`config.mk`:
```
export PLATFORM = sky130hd
export DESIGN_NAME = fifo_snapshot_ctrl
export DESIGN_NICKNAME = d
export VERILOG_FILES = /design/src/rtl/fifo_snapshot_ctrl_pkg.sv /design/src/rtl/fifo_snap_ram.sv /design/src/rtl/fifo_snapshot_ctrl.sv
export SDC_FILE = /design/constraint.sdc
export NUM_CORES = 1
export LEC_CHECK = 0
export ABC_CLOCK_PERIOD_IN_PS = 4600
export CAP_MARGIN = 20
export CORE_ASPECT_RATIO = 1.5
export CORE_MARGIN = 4
export CORE_UTILIZATION = 40
export DETAILED_ROUTE_END_ITERATION = 8
export SLEW_MARGIN = 20
export SYNTH_ARGS = -nofsm -noshare
export SYNTH_HDL_FRONTEND = slang
export SYNTH_SLANG_ARGS = --single-unit
export TNS_END_PERCENT = 20
```
`constraint.sdc`:
```
create_clock -name i_clk -period 4.6 [get_ports i_clk]
set_input_delay 0.92 -clock i_clk [delete_from_list [all_inputs] [get_ports i_clk]]
set_output_delay 0.92 -clock i_clk [all_outputs]
set_load 0.005 [all_outputs]
```
`src/rtl/fifo_snapshot_ctrl_pkg.sv`:
```
// Shared definitions for the FIFO snapshot sequencer and its shadow store.
package fifo_snapshot_ctrl_pkg;

  localparam int unsigned LGFLEN_DEF = 5;
  localparam int unsigned DW_DEF     = 8;

  // Counters carry one extra bit so a completely full queue is representable.
  function automatic int unsigned cnt_w(input int unsigned lg);
    return lg + 1;
  endfunction

  localparam int unsigned CNT_W_DEF = LGFLEN_DEF + 1;

  typedef logic [1:0] state_t;

  localparam state_t ST_IDLE  = 2'd0;
  localparam state_t ST_SCAN  = 2'd1;
  localparam state_t ST_DRAIN = 2'd2;
  localparam state_t ST_DONE  = 2'd3;

endpackage

```
`src/rtl/fifo_snap_ram.sv`:
```
// Double-buffered shadow store: the back bank is written by the scan,
// the front bank is read by the renderer through a registered port.
module fifo_snap_ram
  import fifo_snapshot_ctrl_pkg::*;
#(
  parameter int unsigned LGFLEN = LGFLEN_DEF,
  parameter int unsigned DW     = DW_DEF
) (
  input  logic              clk,
  input  logic              rst,
  input  logic              wr_en,
  input  logic              wr_bank,
  input  logic [LGFLEN-1:0] wr_addr,
  input  logic [DW-1:0]     wr_data,
  input  logic              rd_bank,
  input  logic [LGFLEN-1:0] rd_addr,
  output logic [DW-1:0]     rd_data
);

  localparam int unsigned DEPTH = 1 << LGFLEN;

  logic [DW-1:0] mem [0:2*DEPTH-1];

  // Synchronous write into the bank currently being filled.
  always_ff @(posedge clk) begin
    if (wr_en) begin
      mem[{wr_bank, wr_addr}] <= wr_data;
    end
  end

  // Registered read from the displayed bank; only the output flop is reset.
  always_ff @(posedge clk or posedge rst) begin
    if (rst) begin
      rd_data <= '0;
    end else begin
      rd_data <= mem[{rd_bank, rd_addr}];
    end
  end

endmodule

```
`src/rtl/fifo_snapshot_ctrl.sv`:
```
// Walks the FIFO dump port from position 0, copies valid entries into the
// back bank of a shadow store, then swaps banks so the renderer always reads
// a complete, tear-free snapshot.
module fifo_snapshot_ctrl
  import fifo_snapshot_ctrl_pkg::*;
#(
  parameter int unsigned LGFLEN = LGFLEN_DEF,
  parameter int unsigned DW     = DW_DEF
) (
  input  logic              i_clk,
  input  logic              i_rst,
  input  logic              i_start,
  output logic              o_busy,
  output logic              o_done,
  output logic [LGFLEN-1:0] o_dmp_pos,
  input  logic [DW-1:0]     i_dmp_data,
  input  logic              i_dmp_valid,
  input  logic [LGFLEN-1:0] i_rd_pos,
  output logic [DW-1:0]     o_rd_data,
  output logic              o_rd_valid,
  output logic [LGFLEN:0]   o_count
);

  localparam int unsigned    CNT_W    = cnt_w(LGFLEN);
  localparam logic [CNT_W-1:0] FULL   = CNT_W'(1) << LGFLEN;
  localparam logic [CNT_W-1:0] LAST   = FULL - CNT_W'(1);

  state_t           state;
  logic [CNT_W-1:0] ip;
  logic [CNT_W-1:0] cp;
  logic [CNT_W-1:0] bcnt;
  logic             first;
  logic             sel;
  logic             back_sel;
  logic             capture;
  logic             wr_en;

  // Responses are captured one cycle behind issue; the first SCAN cycle has
  // no response of its own yet, so capture is held off there.
  always_comb begin
    capture  = ((state == ST_SCAN) && !first) || (state == ST_DRAIN);
    wr_en    = capture && i_dmp_valid;
    back_sel = ~sel;
  end

  // Status outputs and the dump position, decoded from state and issue counter.
  always_comb begin
    o_busy    = (state == ST_SCAN) || (state == ST_DRAIN);
    o_done    = (state == ST_DONE);
    o_dmp_pos = '0;
    if (state == ST_SCAN) begin
      o_dmp_pos = ip[LGFLEN-1:0];
    end else if (state == ST_DRAIN) begin
      o_dmp_pos = LAST[LGFLEN-1:0];
    end
  end

  // Scan sequencer: issue, capture, end-of-queue detection and bank swap.
  always_ff @(posedge i_clk or posedge i_rst) begin
    if (i_rst) begin
      state   <= ST_IDLE;
      ip      <= '0;
      cp      <= '0;
      bcnt    <= '0;
      first   <= 1'b0;
      sel     <= 1'b0;
      o_count <= '0;
    end else begin
      case (state)
        ST_IDLE: begin
          if (i_start) begin
            state <= ST_SCAN;
            ip    <= '0;
            cp    <= '0;
            first <= 1'b1;
          end
        end
        ST_SCAN: begin
          first <= 1'b0;
          if (ip != LAST) begin
            ip <= ip + CNT_W'(1);
          end
          // An invalid response ends the scan even on the last-issue cycle.
          if (capture && !i_dmp_valid) begin
            bcnt  <= cp;
            state <= ST_DONE;
          end else begin
            if (capture) begin
              cp <= cp + CNT_W'(1);
            end
            if (ip == LAST) begin
              state <= ST_DRAIN;
            end
          end
        end
        ST_DRAIN: begin
          bcnt  <= i_dmp_valid ? FULL : cp;
          state <= ST_DONE;
        end
        ST_DONE: begin
          sel     <= ~sel;
          o_count <= bcnt;
          state   <= ST_IDLE;
        end
        default: begin
          state <= ST_IDLE;
        end
      endcase
    end
  end

  // Read-valid flag, aligned with the registered read data.
  always_ff @(posedge i_clk or posedge i_rst) begin
    if (i_rst) begin
      o_rd_valid <= 1'b0;
    end else begin
      o_rd_valid <= ({1'b0, i_rd_pos} < o_count);
    end
  end

  fifo_snap_ram #(
    .LGFLEN (LGFLEN),
    .DW     (DW)
  ) u_ram (
    .clk     (i_clk),
    .rst     (i_rst),
    .wr_en   (wr_en),
    .wr_bank (back_sel),
    .wr_addr (cp[LGFLEN-1:0]),
    .wr_data (i_dmp_data),
    .rd_bank (sel),
    .rd_addr (i_rd_pos),
    .rd_data (o_rd_data)
  );

endmodule
```
==> qor.csv <==
stage,metric,value,unit
floorplanning,start_util,0.406,
synth,async_flop_share,0.0674,
placed_design,gp_congestion,0.814,
route,viasPerCell,5.72,
route,ant_nets,0,
route,vias,11000,
timing,hold_slack,0.518,ns
grt,grt_pass1_wl,77.9,mm
route,drt_iter0_drc,1122,
layout,drive_gt1_frac,0.218,
synth,syn-num-nets,1151,
power,clkPwrFrac,0.381,
cts,clk_latency,0.58,ns
synth,syn_area_per_cell,19.5,sq um
timing,skew,0.0348,ns
floorplanning,core_area,54000,sq um
synth,ys_seq_area_frac,0.743,
timing,hold_viol_final,0,
synth,synth_simple_gate_area_frac,0.0437,
synth,synth_top_family_by_area,multiplexers,
setup_path,path_cells,inv_1 -> ha_1 -> buf_4 -> inv_1 -> nand2_1 -> nand2_1 -> clkdlybuf4s50_1,
cts,cts_max_level,2,
timing,max_freq,298,MHz
synth,synth_top_area_cell,edfxtp_1,
floorplanning,die_h,295,um
layout,final_cell_mix,"edfxtp_1, mux4_2, nor2_1",
setup_path,cp_num_buf_inv,4,
synth,ys_types,55,
timing,fin_tns_setup,0,ns
hold_path,hp-class,reg -> reg,
synth,synth-compound-area-share,0.0423,
grt,grt_max_degree,65,
synth,syn_inst,1123,
layout,fillers,4480,
setup_path,crit_fanout,22,
grt,track_usage,0.180,
power,p_leak,7.98,nW
power,seq_power_share,0.502,
synth,synthMuxAreaShare,0.141,
route,wl_met1,19.1,mm
layout,layout_commonest_cell,edfxtp_1,
power,vdd_drop_max,0.328,mV
timing,period_share,0.729,
synth,syn_area,22000,sq um
layout,nets,1220,
synth,synth_top_area_share,0.700,
setup_path,worstSetupPathType,reg -> out,
synth,synthAdderAreaFrac,0.00627,
cts,post_cts_buffers,0,
synth,ys.flop_type,edfxtp_1,
cts,root_buffer,clkbuf_16,
grt,antenna_found_initial,2,
grt,grt_pass1_vias,11500,
setup_path,critPathMaxStageDelay,0.51,ns
cts,clock_sinks,549,
floorplanning,die_x,199,um
floorplanning,design.die.area,58800,sq um
cts,clk_pin_slew,0.07,ns
power,p_sw,0.00272,W
power,p_int,0.00865,W
power,power_density,459,nW/um^2
synth,ys_warn_count,0,
setup_path,cp_slowest_cell,clkdlybuf4s50_1,
layout,postLayoutCellArea,24800,sq um
placed_design,placed_area,23100,sq um
timing,slew_headroom,0.313,
job,cap_violations,0,
power,p_sw_frac,0.239,
floorplanning,num_rows,104,
route,routed-wl-met3,3.07,mm
cts,clock_path_buffers,3,
grt,grt_overflow,0,
route,wl_per_cell,27.3,um
synth,synth-xor-area-share,0.000798,
cts,tritoncts,built,
route,drc_errors,0,
timing,slew_violations,0,
route,routed_wl,52.5,mm
cts,cts_made_buffers,49,
route,firstDrtPassIters,5,
power,pwr-share-comb,0.117,
timing,rsz0062_at_grt,no,
cts,post_cts_resized,0,
layout,synthToLayoutAreaGrowth,12.9,%
setup_path,crit_arrival,2.43,ns
setup_path,cp-end-kind,primary output,
timing,tightest_slew,1.03,ns
setup_path,critPathLaunchType,flop,
floorplanning,pin_count,39,
synth,synth-seq-cells,549,
timing,finalSetupViolCount,0,
setup_path,critical_path.top_delay_family,buffers and inverters,
run_status,outcome,completed,
setup_path,cp.required,3.68,ns
cts,hold_buffers,0,
placed_design,portBuffers,38,
placed_design,hpwl,33.8,mm
route,highest_layer,met5,
synth,synth_edf_count,512,
synth,synthTopCellsByArea,"edfxtp_1, mux4_2, dfrtp_1",
route,wl_met2,28.3,mm
timing,finalCriticalPeriod,3.35,ns
layout,final_util,0.459,
cell type report:
class	count	area, sq um	area share
clock inverter	36	412	0.0166
inverter	18	67.6	0.00273
timing repair buffer	81	688	0.0278
multi-input combinational	493	5150	0.208
sequential	549	16300	0.658
tap	689	862	0.0348
antenna	1	2.50	0.000101
clock buffer	56	1290	0.0523
metrics by stage:
stage,std cells,total power (W),setup slack (ns)
after floorplan,1123,0.00652,1.94
after global placement,1830,0.00713,0.790
after detailed placement,1830,0.00715,0.804
after CTS,1922,0.0115,1.24
after global routing,1922,0.0118,1.07
final,1923,0.0114,1.25
synth_stat cells, drive strengths merged, types with 5 or more instances:
cell type  instances
inv               18
o21ai             17
nand3b             9
mux4             122
a22oi              6
a22o               9
mux2i             23
nor2              62
nand2b             8
dfrtp             37
nor3              24
a211oi             8
a222oi             6
nand2             39
or2                9
or3                9
mux2               7
o31ai              6
a21o               5
o221ai             6
clkbuf            23
edfxtp           512
nor2b             15
a21oi             21
o22ai             24
buf               40
nand3             13
ha                11
power groups by stage:
stage / Sequential, W / Clock (W) / Combinational (W)
floorplan: 0.00577 / 0 / 0.000756
global placement: 0.00582 / 0 / 0.00131
detailed placement: 0.00582 / 0 / 0.00133
CTS: 0.00571 / 0.00442 / 0.00134
global route: 0.00572 / 0.00463 / 0.00144
finish: 0.00571 / 0.00433 / 0.00133
registers in the layout, indices dropped and copies added (netlist names):
signal / count
first: 1
u_ram.mem: 512
sel: 1
state: 2
o_rd_valid: 1
bcnt: 6
o_count: 6
u_ram.rd_data: 8
cp: 6
ip: 6
routing by layer:
metal  up-vias  global-route usage
met3       109              0.0301
met5         -                   0
met4         2              0.0666
li1       4746                   -
met1      5747               0.215
met2       393               0.327
cells by family after synthesis:
kind of cell | Yosys count
compound gates | 130
buf+inv | 81
xor+xnor | 2
mux | 152
simple gates | 198
flops | 549
fa+ha+maj | 11
worst paths after layout:
check | startpoint | endpoint | slack, ns | cells past startpoint
worst max-delay path | state[1] | o_dmp_pos[1] | 1.25 | 7
worst min register to register | o_count[5] | o_rd_valid | 0.52 | 1
worst max register to register | state[1] | u_ram.mem[16][7] | 1.38 | 8
min in group asynchronous | i_rst | o_count[3] | 0.76 | 3
worst min-delay path | o_count[5] | o_rd_valid | 0.52 | 1
max in group asynchronous | i_rst | u_ram.rd_data[3] | 3.41 | 3
Note: power is estimated with default switching activity, not from simulation.
